File: config.mk
export PLATFORM = sky130hd
export DESIGN_NAME = grid_game_core
export DESIGN_NICKNAME = d
export VERILOG_FILES = /design/src/rtl/grid_game_core.sv
export SDC_FILE = /design/constraint.sdc
export NUM_CORES = 1
export LEC_CHECK = 0
export BUFFER_PORTS_ARGS = -buffer_cell sky130_fd_sc_hd__clkbuf_2
export CAP_MARGIN = 20
export CORE_UTILIZATION = 40
export CTS_CLUSTER_DIAMETER = 80
export DETAILED_ROUTE_END_ITERATION = 6
export GPL_TIMING_DRIVEN = 0
export PLACE_DENSITY = 0.62
export SYNTH_ARGS = -nofsm -noshare
export SYNTH_HDL_FRONTEND = slang
export SYNTH_SLANG_ARGS = --single-unit
File: constraint.sdc
create_clock -name clock -period 2.1 [get_ports clock]
set_input_delay 0.105 -clock clock [delete_from_list [all_inputs] [get_ports clock]]
set_output_delay 0.105 -clock clock [all_outputs]
set_load 0.05 [all_outputs]
File: src/rtl/grid_game_core.sv
// -----------------------------------------------------------------------------
// grid_game_core
//
// Memory-pattern game controller. A pseudo-random target pattern is drawn on
// a GRID_N x GRID_N board, shown for SHOW_CYCLES clocks and then hidden. The
// player rebuilds it by toggling cells, then submits. A match advances the
// level; clearing level LEVELS-1 wins; any mismatch loses and returns to IDLE.
//
// Ports
//   clock        in   rising-edge system clock
//   resetn       in   asynchronous active-low reset
//   go           in   start / submit (rising edge detected internally)
//   input_key    in   cell-select strobe (rising edge detected internally)
//   row, col     in   2-bit coordinates of the selected cell
//   draw_done    in   display has finished drawing the requested frame
//   board        out  CELLS-bit target pattern
//   guess        out  CELLS-bit player pattern
//   level        out  current level, 0-based
//   state        out  FSM state code (IDLE=0 .. DONE=7), for display and debug
//   draw_req     out  frame redraw request
//   audio_en     out  sound enable, high for SOUND_CYCLES clocks per result
//   sound_select out  01 match, 10 mismatch, 11 final match, 00 silent
//   win, lose    out  sticky game outcome flags
//
// Display handshake: draw_req is raised on entry to DRAW_SHOW / DRAW_IN and
// held until draw_done is sampled high on a rising clock edge; draw_req drops
// on that same edge and the FSM moves on. draw_done is ignored in every other
// state, so a display that reports done early or late cannot skip a phase.
// -----------------------------------------------------------------------------
module grid_game_core #(
    parameter int GRID_N       = 3,
    parameter int LEVELS       = 4,
    parameter int SHOW_CYCLES  = 50000000,
    parameter int SOUND_CYCLES = 12500000,
    localparam int CELLS       = GRID_N * GRID_N
) (
    input  logic             clock,
    input  logic             resetn,
    input  logic             go,
    input  logic             input_key,
    input  logic [1:0]       row,
    input  logic [1:0]       col,
    input  logic             draw_done,
    output logic [CELLS-1:0] board,
    output logic [CELLS-1:0] guess,
    output logic [2:0]       level,
    output logic [2:0]       state,
    output logic             draw_req,
    output logic             audio_en,
    output logic [1:0]       sound_select,
    output logic             win,
    output logic             lose
);

    typedef enum logic [2:0] {
        S_IDLE      = 3'd0,
        S_DRAW_SHOW = 3'd1,
        S_SHOW      = 3'd2,
        S_DRAW_IN   = 3'd3,
        S_INPUT     = 3'd4,
        S_EVAL      = 3'd5,
        S_RESULT    = 3'd6,
        S_DONE      = 3'd7
    } state_t;

    localparam logic [31:0] SHOW_LAST  = 32'(SHOW_CYCLES - 1);
    localparam logic [31:0] SOUND_LAST = 32'(SOUND_CYCLES - 1);
    localparam logic [2:0]  LAST_LEVEL = 3'(LEVELS - 1);

    state_t           state_q;
    logic [15:0]      lfsr;
    logic             go_q;
    logic             key_q;
    logic             go_rise;
    logic             key_rise;
    logic [31:0]      cnt;
    logic             match;
    logic [CELLS-1:0] lfsr_slice;
    logic [CELLS-1:0] new_board;
    logic [CELLS-1:0] toggle_mask;
    logic [4:0]       cell_idx;
    logic             in_range;
    logic             eq;
    logic             last_level;

    assign state = state_q;

    // ------------------------------------------------------------------
    // Free-running Fibonacci LFSR, taps 16,14,13,11. It runs in every
    // state so the board drawn depends on how long the player waited.
    // ------------------------------------------------------------------
    always_ff @(posedge clock or negedge resetn) begin
        if (!resetn) begin
            lfsr <= 16'hACE1;
        end else begin
            lfsr <= {lfsr[14:0], lfsr[15] ^ lfsr[13] ^ lfsr[12] ^ lfsr[10]};
        end
    end

    // ------------------------------------------------------------------
    // Rising-edge detectors. The history flops reset to 1 so an input
    // already held high while reset releases does not count as an edge.
    // ------------------------------------------------------------------
    always_ff @(posedge clock or negedge resetn) begin
        if (!resetn) begin
            go_q  <= 1'b1;
            key_q <= 1'b1;
        end else begin
            go_q  <= go;
            key_q <= input_key;
        end
    end

    assign go_rise  = go & ~go_q;
    assign key_rise = input_key & ~key_q;

    // New board: low CELLS bits of the LFSR, never all-zero so that the
    // player always has at least one cell to find.
    always_comb begin
        lfsr_slice = lfsr[CELLS-1:0];
        new_board  = lfsr_slice;
        if (lfsr_slice == '0) begin
            new_board = {{(CELLS-1){1'b0}}, 1'b1};
        end
    end

    // Cell selection: one-hot mask for row*GRID_N+col, gated by range.
    always_comb begin
        in_range    = ({1'b0, row} < 3'(GRID_N)) && ({1'b0, col} < 3'(GRID_N));
        cell_idx    = 5'(row) * 5'(GRID_N) + 5'(col);
        toggle_mask = '0;
        for (int i = 0; i < CELLS; i++) begin
            toggle_mask[i] = (cell_idx == 5'(i));
        end
    end

    assign eq         = (guess == board);
    assign last_level = (level == LAST_LEVEL);

    // ------------------------------------------------------------------
    // Main FSM. All outputs are registered here, so they change only on
    // a clock edge or on reset.
    // ------------------------------------------------------------------
    always_ff @(posedge clock or negedge resetn) begin
        if (!resetn) begin
            state_q      <= S_IDLE;
            board        <= '0;
            guess        <= '0;
            level        <= '0;
            draw_req     <= 1'b0;
            audio_en     <= 1'b0;
            sound_select <= 2'b00;
            win          <= 1'b0;
            lose         <= 1'b0;
            cnt          <= '0;
            match        <= 1'b0;
        end else begin
            case (state_q)
                // IDLE and DONE share the start action; DONE additionally
                // keeps win visible until the player restarts.
                S_IDLE, S_DONE: begin
                    if (go_rise) begin
                        board    <= new_board;
                        guess    <= '0;
                        level    <= '0;
                        win      <= 1'b0;
                        lose     <= 1'b0;
                        cnt      <= '0;
                        draw_req <= 1'b1;
                        state_q  <= S_DRAW_SHOW;
                    end
                end

                S_DRAW_SHOW: begin
                    if (draw_done) begin
                        draw_req <= 1'b0;
                        cnt      <= '0;
                        state_q  <= S_SHOW;
                    end
                end

                S_SHOW: begin
                    if (cnt == SHOW_LAST) begin
                        cnt      <= '0;
                        draw_req <= 1'b1;
                        state_q  <= S_DRAW_IN;
                    end else begin
                        cnt <= cnt + 32'd1;
                    end
                end

                S_DRAW_IN: begin
                    if (draw_done) begin
                        draw_req <= 1'b0;
                        state_q  <= S_INPUT;
                    end
                end

                // A key edge always wins over a go edge in the same cycle,
                // so a late toggle is never lost to an early submit.
                S_INPUT: begin
                    if (key_rise) begin
                        if (in_range) begin
                            guess <= guess ^ toggle_mask;
                        end
                    end else if (go_rise) begin
                        state_q <= S_EVAL;
                    end
                end

                // Compare once and pick the sound up front, so RESULT only
                // has to time the tone and act on the stored verdict.
                S_EVAL: begin
                    match        <= eq;
                    audio_en     <= 1'b1;
                    sound_select <= eq ? (last_level ? 2'b11 : 2'b01) : 2'b10;
                    cnt          <= '0;
                    state_q      <= S_RESULT;
                end

                S_RESULT: begin
                    if (cnt == SOUND_LAST) begin
                        cnt          <= '0;
                        audio_en     <= 1'b0;
                        sound_select <= 2'b00;
                        if (!match) begin
                            lose    <= 1'b1;
                            level   <= '0;
                            state_q <= S_IDLE;
                        end else if (last_level) begin
                            win     <= 1'b1;
                            state_q <= S_DONE;
                        end else begin
                            level    <= level + 3'd1;
                            board    <= new_board;
                            guess    <= '0;
                            draw_req <= 1'b1;
                            state_q  <= S_DRAW_SHOW;
                        end
                    end else begin
                        cnt <= cnt + 32'd1;
                    end
                end

                default: begin
                    state_q <= S_IDLE;
                end
            endcase
        end
    end

endmodule
==> results.json <==
{
  "min_to": "state[1]$_DFFE_PN0P_",
  "critical_path_class": "reg2reg",
  "grt_pass1_vias": 3753,
  "finalSetupViolCount": 9,
  "worst_slack_ns": -0.103,
  "final-hold-violation-count": 0,
  "cpMaxStageDelayCell": "dfrtp_1",
  "drive_gt1_share_pct": 33.5,
  "finalInstanceArea_mm2": 0.00561,
  "drt-vias-per-instance": 5.86,
  "dpl.hpwl_um": 7860,
  "area_growth_pct": 24.8,
  "min_from": "draw_done",
  "min_path_type": "in2reg",
  "final_common_cell": "dfrtp_1",
  "reg2reg_from": "cnt[29]$_DFFE_PN0P_",
  "nets": 532,
  "worst_pin_slew_ns": 0.488,
  "drt-pass1-iter-count": 4,
  "h-tree-depth": 3,
  "cap_violations": 0,
  "synth_flop_cell": "dfrtp_1",
  "clkTransAtPathRegs_ns": 0.09,
  "skew_ns": 0.0110,
  "final_cell_mix": "dfrtp_1 (56), clkbuf_2 (40), nand2_1 (37)",
  "coreArea_mm2": 0.0109,
  "dieArea_mm2": 0.0117,
  "initial_core_util_pct": 41.3,
  "path_buf_inv": 1,
  "antenna_cells": 0,
  "synth.cell_area_mm2": 0.00449,
  "crit_chain": "nor4_4 > and4_4 > a31oi_4 > or3b_4 > buf_6 > mux2_4",
  "status": "complete, but fails checks",
  "synth-async-reset-ratio_pct": 100,
  "cts_max_path_buffers": 2,
  "cts_tree": "built",
  "drv_slew": 0,
  "synth_edf_count": 0,
  "ys_types": 67,
  "dpl_cell_area_mm2": 0.00493,
  "finalPower_mw": 2.90,
  "cp_max_fo": 5,
  "fillers": 959,
  "cts_buffers": 9,
  "grt_max_degree": 57,
  "first_iter_violations": 358,
  "start_kind": "flop",
  "routedWlPerCell_um": 17.6,
  "worst-endpoint-arrival_ns": 2.45,
  "synth_nets": 463,
  "io_pins": 39,
  "num_rows": 38,
  "holdPathStages": 3,
  "ys_warn_count": 0,
  "grt_first_pass_wirelength_um": 18700,
  "gp_congestion": 0.858,
  "clkLatencyLatePin_ns": 0.36,
  "p_per_area_mw_per_mm2": 516,
  "antenna_found_initial": 0,
  "chipHeight_um": 108,
  "drc_errors": 0,
  "ant_nets": 0,
  "chipWidth_um": 108,
  "timing.final.crit_share_pct": 105,
  "rsz0062_at_grt": "true",
  "syn_inst": 445,
  "r2r_slack_ns": -0.10,
  "max_slew_margin_pct": 67.4,
  "fin_crit_ns": 2.20,
  "via_count": 3863,
  "vdd_drop_max_uv": 264,
  "critPathTopFamily": "simple AND/OR/NAND/NOR gates",
  "critPathMaxStageDelay_ns": 0.43,
  "io_buffers": 38,
  "grt_usage_pct": 20.6,
  "wl_um": 11600,
  "crit_start": "cnt[29]$_DFFE_PN0P_",
  "p_leak_nw": 2.32,
  "fmax_ghz": 0.454,
  "grt_overflow": 0,
  "syn_area_per_cell_um2": 10.1,
  "r2r-end": "board[6]$_DFFE_PN0P_",
  "critPathRequiredTime_ns": 2.34,
  "cts-root-buf": "clkbuf_8",
  "synth_seq_area_share_pct": 45.4,
  "numClockSinks": 81,
  "rr_worst_depth": 6,
  "violations": "negative setup slack",
  "ys_ff_latch": 81,
  "holdWs_ns": 0.156,
  "critPathCaptureType": "flop"
}
==> cell type report <==
class,instances,area [um2],area share [%]
Clock buffer,11,131,2.34
Timing Repair Buffer,58,378,6.74
Sequential cell,81,2060,36.7
Buffer,22,144,2.57
Tap cell,140,175,3.12
Inverter,14,52.6,0.937
Clock inverter,5,58.8,1.05
Multi-Input combinational cell,328,2610,46.5
==> Yosys cell counts, drive strengths merged, types with 5 or more instances <==
cell	instances	area, um2
xnor2	21	184
nand2b	7	43.8
nand3	24	120
o31ai	17	128
and4	9	82.6
a211oi	8	60.1
nand2	39	146
clkbuf	10	38.8
nor3	8	40.0
dfstp	10	263
a2111oi	11	96.3
ha	7	87.6
o21ai	15	78.8
buf	13	65.1
nor2	15	56.3
inv	14	52.6
a21oi	33	165
a22oi	6	45.0
dfrtp	71	1780
nor4	7	71.3
or3	9	56.3
xor2	8	70.1
mux2	8	120
nand4	9	56.3
a31oi	5	46.3
nor2b	8	50.1
==> power breakdown <==
part | leakage (nW) | switching [mW] | internal (mW)
sequential | 1.02 | 0.0117 | 1.57
clock | 0.0895 | 0.571 | 0.550
combinational | 1.20 | 0.136 | 0.0577
==> what timing repair did <==
item | CTS | global route
buffers inserted | 10 | 5
pin swaps | 7 | 3
endpoints found under the hold margin | 25 | 0
gates cloned | 2 | 0
endpoints found under the setup margin | 55 | 54
gates resized for setup | 45 | 53
hold buffers | 3 | 0
==> metal layers <==
layer	track usage (%)	wire (um)
met5	0	0
met4	9.39	262
met3	3.92	507
met2	33.3	5600
met1	26.6	5210
==> sequential cells by signal, indices dropped and copies added (netlist names) <==
name / flops
level: 3
go_q: 1
win: 1
lfsr: 16
board: 9
state: 3
guess: 9
sound_select: 2
lose: 1
draw_req: 1
key_q: 1
match: 1
audio_en: 1
cnt: 32
==> worst register-to-register path, cell delays in order, from the launching register on <==
cell and delay, ns:
dfrtp_1 0.43, nor4_4 0.38, and4_4 0.32, a31oi_4 0.09, or3b_4 0.43, buf_6 0.16, mux2_4 0.29
==> cells by family (layout without fill, tap and decap cells) <==
group,count (synthesis),in the layout,share of synthesized area (%)
AND/OR/NAND/NOR,154,154,19.9
XOR/XNOR,29,29,5.65
AO/OA/AOI/OAI,125,126,19.6
flip-flops,81,81,45.4
multiplexers,10,10,3.12
buffers and inverters,37,110,3.48
adder cells (fa/ha/maj),9,9,2.84
==> per-stage QoR <==
stage / TNS, ns / utilization (%) / std cells / setup slack (ns)
global route: -1.62 / 51.5 / 659 / -0.171
global placement: -12.16 / 45.0 / 623 / -0.338
finish: -0.783 / 51.5 / 659 / -0.103
CTS: -0.731 / 49.5 / 654 / -0.101
floorplan: -1.99 / - / 445 / -0.241
detailed placement: -12.92 / 45.3 / 624 / -0.411
==> worst max-delay path by stage <==
stage | end | slack (ns) | cells after the start
finish | board[6]$_DFFE_PN0P_ | -0.10 | 6
global route | board[8]$_DFFE_PN0P_ | -0.17 | 7
CTS | board[6]$_DFFE_PN0P_ | -0.10 | 8
detailed placement | level[1]$_DFFE_PN0P_ | -0.41 | 5
global placement | level[2]$_DFFE_PN0P_ | -0.34 | 5
floorplan | board[1]$_DFFE_PN0P_ | -0.24 | 8
Power figures use the tool's default switching activity.
